## config.mk

```make
export PLATFORM = sky130hd
export DESIGN_NAME = multi_tick_timer
export DESIGN_NICKNAME = d
export VERILOG_FILES = /design/src/rtl/multi_tick_timer.sv
export SDC_FILE = /design/constraint.sdc
export NUM_CORES = 1
export LEC_CHECK = 0
export CORE_ASPECT_RATIO = 1.4
export CORE_MARGIN = 2
export CORE_UTILIZATION = 40
export DETAILED_ROUTE_END_ITERATION = 8
export PLACE_DENSITY = 0.62
export SKIP_LAST_GASP = 1
export SLEW_MARGIN = 10
export SYNTH_ARGS = -nofsm -noshare
export SYNTH_HDL_FRONTEND = slang
export SYNTH_SLANG_ARGS = --single-unit
```

## constraint.sdc

```tcl
create_clock -name i_clk -period 3 [get_ports i_clk]
set_input_delay 0.9 -clock i_clk [delete_from_list [all_inputs] [get_ports i_clk]]
set_output_delay 0.9 -clock i_clk [all_outputs]
set_load 0.1 [all_outputs]
```

## src/rtl/multi_tick_timer.sv

```systemverilog
// Multi-channel base-tick timer: shared prescaler plus periodic/one-shot down-counters.
// Optional sticky interrupt pending flags when TIMER_IRQ_EN is defined.
module multi_tick_timer #(
  parameter int CLK_FREQ_MHZ = 36,
  parameter int BASE_US      = 1,
  parameter int CHANNELS     = 4,
  parameter int CNT_W        = 16,
  localparam int CHW = (CHANNELS > 1) ? $clog2(CHANNELS) : 1
) (
  input  logic                i_clk,
  input  logic                i_reset_n,
  input  logic                i_wr_en,
  input  logic [CHW-1:0]      i_wr_ch,
  input  logic [CNT_W-1:0]    i_wr_period,
  input  logic                i_wr_mode,
  input  logic [CHANNELS-1:0] i_start,
  input  logic [CHANNELS-1:0] i_stop,
  input  logic [CHANNELS-1:0] i_irq_clr,
  output logic                o_base_tick,
  output logic [CHANNELS-1:0] o_tick,
  output logic [CHANNELS-1:0] o_busy,
  output logic                o_irq
);

  localparam int PRESCALE = CLK_FREQ_MHZ * BASE_US;
  localparam int PW       = $clog2(PRESCALE);

  logic [PW-1:0] pre_q, pre_d;
  logic          s;
  logic          bt_q;

  logic [CHANNELS-1:0][CNT_W-1:0] p_q, p_d;
  logic [CHANNELS-1:0][CNT_W-1:0] c_q, c_d;
  logic [CHANNELS-1:0]            m_q, m_d;
  logic [CHANNELS-1:0]            busy_q, busy_d;
  logic [CHANNELS-1:0]            tick_q, tick_d;

  logic             wr_hit;
  logic [CNT_W-1:0] eff_p;

  always_comb begin
    s     = (pre_q == PW'(PRESCALE - 1));
    pre_d = s ? '0 : pre_q + PW'(1);
  end

  // Priority per channel: stop, then start, then counting on the strobe.
  always_comb begin
    p_d    = p_q;
    m_d    = m_q;
    c_d    = c_q;
    busy_d = busy_q;
    tick_d = '0;
    wr_hit = 1'b0;
    eff_p  = '0;
    for (int i = 0; i < CHANNELS; i++) begin
      wr_hit = i_wr_en && (i_wr_ch == CHW'(i));
      eff_p  = wr_hit ? i_wr_period : p_q[i];
      if (wr_hit) begin
        p_d[i] = i_wr_period;
        m_d[i] = i_wr_mode;
      end
      if (i_stop[i]) begin
        c_d[i]    = '0;
        busy_d[i] = 1'b0;
      end else if (i_start[i]) begin
        if (eff_p != '0) begin
          c_d[i]    = eff_p;
          busy_d[i] = 1'b1;
        end else begin
          c_d[i]    = '0;
          busy_d[i] = 1'b0;
        end
      end else if (s && busy_q[i]) begin
        if (c_q[i] == CNT_W'(1)) begin
          tick_d[i] = 1'b1;
          if (m_q[i] || (p_q[i] == '0)) begin
            c_d[i]    = '0;
            busy_d[i] = 1'b0;
          end else begin
            c_d[i] = p_q[i];
          end
        end else begin
          c_d[i] = c_q[i] - CNT_W'(1);
        end
      end
    end
  end

  always_ff @(posedge i_clk or negedge i_reset_n) begin
    if (!i_reset_n) begin
      pre_q  <= '0;
      bt_q   <= 1'b0;
      p_q    <= '0;
      m_q    <= '0;
      c_q    <= '0;
      busy_q <= '0;
      tick_q <= '0;
    end else begin
      pre_q  <= pre_d;
      bt_q   <= s;
      p_q    <= p_d;
      m_q    <= m_d;
      c_q    <= c_d;
      busy_q <= busy_d;
      tick_q <= tick_d;
    end
  end

  assign o_base_tick = bt_q;
  assign o_tick      = tick_q;
  assign o_busy      = busy_q;

`ifdef TIMER_IRQ_EN
  logic [CHANNELS-1:0] pend_q, pend_d;
  logic                irq_q;

  // Pending sets on the same edge o_tick rises; a new expiry beats a clear.
  always_comb begin
    pend_d = (pend_q & ~i_irq_clr) | tick_d;
  end

  always_ff @(posedge i_clk or negedge i_reset_n) begin
    if (!i_reset_n) begin
      pend_q <= '0;
      irq_q  <= 1'b0;
    end else begin
      pend_q <= pend_d;
      irq_q  <= |pend_q;
    end
  end

  assign o_irq = irq_q;
`else
  logic unused_irq_clr;
  assign unused_irq_clr = ^i_irq_clr;
  assign o_irq          = 1'b0;
`endif

endmodule
```

==> reports/summary.txt <==
Switching Power: 1.99 mW
Outcome: complete, no violations
Count of mapped cells out of synthesis: 848
Count of cell types in the netlist: 80
Req. time, crit path: 3310 ps
Vertical die dimension: 176 µm
Ratio of routed vias to standard cells: 6.15
TritonCTS clock tree: built
Post-CTS Hold Fix Bufs: 0
Number of antenna violations at the first check in global routing: 0
Filler cell count in the final layout: 1928
EDFF count, synth: 0
Setup Buffers After CTS: 0
Number of global-route vias before repair: 7395
Share of the yosys chip area belonging to registers: 43.6%
Cell row count: 62
Max-slew violation total from the final report: 0
Setup TNS Final: 0 ps
Layout cells sized above 1: 22.2%
Final standard cell utilization of the core: 49.7%
Global routing met2 resource utilization: 41.6%
Synth Warn #: 0
Clock-pin slew reported for the worst setup and hold paths after clock tree synthesis: 60 ps
Largest net degree at the start of global routing: 50
Int Power: 4.31 mW
Setup repair after global routing missed its margin: false
Post-detailed-route DRC marker count: 0
Via Count: 7490
Inserted Clock Buffers: 17
Half-perimeter wire length of the detailed placement result: 19100 µm
Chip width: 127 µm
Most Crowded Layer GR: met2
Share of power burned in combinational logic: 23.2%
IO Port Bufs: 38
Worst hold-check slack: 391 ps
Critical path arrival: 3130 ps
Global routing met3 resource utilization: 3.50%
Commonest non-fill, non-tap cells in the layout: 147 x sky130_fd_sc_hd__dfrtp_1, 83 x sky130_fd_sc_hd__buf_4, 71 x sky130_fd_sc_hd__mux2_2, 51 x sky130_fd_sc_hd__nand2_1, 50 x sky130_fd_sc_hd__nor2_1
Startpoint type of the worst setup path: input pin
Final hold violation count: 0
Detailed router's first-iteration violation count: 807
Max cap viols: 0
Number of antenna repair diodes: 0
Setup Viol. Count Final: 0
Final estimated routing congestion in global placement: 0.913
Count of nets left with antenna violations after detail routing: 0
Total gr overflow: 0
First-pass GRT wire length: 41700 µm
Number of detailed-route iterations in the first pass: 5
Avg Synthesized Cell Area: 9.95 µm²
Final standard cell count with taps included and fillers excluded: 1217
Dominant register cell in the synthesized netlist: sky130_fd_sc_hd__dfrtp_1
Layout Skew: 7.34 ps
Pwr per Cell Area: 615 mW/mm²
Count of pins on the block boundary: 44
Largest driver fanout on the critical path: 7
Synth Cell Area: 0.00844 mm²
Net count of the finished layout: 991
CP Class: in -> reg
Leading cell type in the layout, fill and taps excluded: sky130_fd_sc_hd__dfrtp_1
Relative slew slack: 36.5%
Post-cts repair resize count: 0
Post-Syn Nets: 891
Clock share of power: 36.3%
Leakage power: 4.22 nW
Insertion delay to the later sink of the worst-skew pair: 430 ps
Root Driver: sky130_fd_sc_hd__clkbuf_16
Routed length per placed instance: 21.5 µm
Wire length after detailed routing: 26200 µm
Type of the worst min-delay path: in -> async
Global routing met1 resource utilization: 30.5%
Category of the worst setup path capture point: register
Shortest clock period the worst path allows after layout: 2820 ps
Maximum VDD drop: 425 µV
Count of clock tree sinks: 147
Max Fclk: 355 MHz
Switching share of total power: 31.6%
Core Footprint: 0.0206 mm²
Buffers from clock root to sink, at most: 2
Final period util: 93.9%
Total routing resource utilization after global routing: 24.3%
Number of placed instances with taps included: 1185
Part of the total power dissipated in sequential elements: 40.5%
Synth-to-layout area growth: 21.5%
Die area: 0.0223 mm²
Transition time at the pin with the least slew margin: 952 ps
Initial core utilization: 40.9%
H-tree Lvls: 4
Number of storage elements in the synthesis netlist: 147
Proportion of register bits with asynchronous set or reset after synthesis: 100%
[kinds of logic after synthesis]
logic type | synth area share (%)
flip-flops | 43.6
AO/OA/AOI/OAI | 17.9
XOR/XNOR | 3.84
AND/OR/NAND/NOR | 20.0
multiplexers | 10.3
adder cells (fa/ha/maj) | 1.33
other | 0.0444
buffers and inverters | 2.92
[power groups by stage]
stage                     Clock (mW)  Combinational [mW]  Sequential [mW]
after floorplan                    0                1.01             2.50
after global placement             0                1.43             2.57
final                           2.29                1.46             2.55
after CTS                       2.32                1.45             2.54
after detailed placement           0                1.44             2.57
after global routing            2.40                1.61             2.59
[synthesized netlist by cell type (9+ instances only)]
cell type / count / area (µm²)
sky130_fd_sc_hd__or4_1: 10 / 75.1
sky130_fd_sc_hd__nor3_1: 34 / 170
sky130_fd_sc_hd__nand2_1: 51 / 191
sky130_fd_sc_hd__clkbuf_1: 28 / 105
sky130_fd_sc_hd__dfrtp_1: 147 / 3680
sky130_fd_sc_hd__nand3_1: 27 / 135
sky130_fd_sc_hd__a32oi_1: 10 / 87.6
sky130_fd_sc_hd__nor4_1: 31 / 194
sky130_fd_sc_hd__xor2_1: 14 / 123
sky130_fd_sc_hd__nand4_1: 17 / 106
sky130_fd_sc_hd__o21ai_0: 30 / 150
sky130_fd_sc_hd__o211ai_1: 13 / 97.6
sky130_fd_sc_hd__a21oi_1: 34 / 170
sky130_fd_sc_hd__nor2_1: 50 / 188
sky130_fd_sc_hd__a211oi_1: 15 / 113
sky130_fd_sc_hd__inv_1: 26 / 97.6
sky130_fd_sc_hd__nand2b_1: 11 / 68.8
sky130_fd_sc_hd__mux2_2: 71 / 800
sky130_fd_sc_hd__o21ai_1: 11 / 55.1
sky130_fd_sc_hd__ha_1: 9 / 113
sky130_fd_sc_hd__xnor2_1: 23 / 201
sky130_fd_sc_hd__a22oi_1: 19 / 143
sky130_fd_sc_hd__nor2b_1: 11 / 68.8
[layout make-up]
| class | instances | area [µm²] | area share (%) |
|---|---|---|---|
| Multi-Input combinational cell | 638 | 4530 | 44.1 |
| Sequential cell | 147 | 3680 | 35.9 |
| Timing Repair Buffer | 116 | 995 | 9.70 |
| Clock buffer | 17 | 425 | 4.15 |
| Tap cell | 256 | 320 | 3.12 |
| Clock inverter | 15 | 201 | 1.97 |
| Inverter | 28 | 105 | 1.03 |
[critical path, cell delays in order]
cell	delay [ps]
sky130_fd_sc_hd__clkdlybuf4s50_1	540
sky130_fd_sc_hd__nor4_1	370
sky130_fd_sc_hd__buf_4	170
sky130_fd_sc_hd__and4_1	250
sky130_fd_sc_hd__o22ai_1	340
sky130_fd_sc_hd__a22o_1	290
sky130_fd_sc_hd__a211o_1	260
[state kept, by name, indices dropped and copies added, names as in the netlist]
| signal | cells |
|---|---|
| m_q | 4 |
| p_q | 64 |
| pre_q | 6 |
| c_q | 64 |
| o_tick | 4 |
| o_base_tick | 1 |
| o_busy | 4 |
[per-stage QoR]
step           instance area [µm²]  power, mW  worst slack [ps]
2_1_floorplan                 8440       3.51               494
3_3_place_gp                  9620       4.00              -174
3_5_place_dp                  9620       4.02              -226
4_1_cts                      10300       6.32               211
5_1_grt                      10300       6.60               125
6_report                     10300       6.30               184
[per-layer routing]
| metal | wire [µm] | share of wire (%) |
|---|---|---|
| met5 | 0 | 0 |
| met4 | 1050 | 4.0 |
| met3 | 1120 | 4.3 |
| met2 | 13200 | 50 |
| met1 | 10800 | 41 |
[path summary, 6_finish.rpt]
kind                            startpoint       end  slack (ps)  depth (start not counted)
min in group i_clk                pre_q[0]  pre_q[0]         500                          1
hold reg to reg                   pre_q[0]  pre_q[0]         500                          1
setup reg to reg                   c_q[24]   c_q[16]         510                          5
hold / removal                   i_reset_n   c_q[17]         390                          1
setup / recovery           i_wr_period[14]   c_q[14]         180                          7
max in group asynchronous        i_reset_n    c_q[7]        1980                          2
Power figures use the tool's default switching activity.
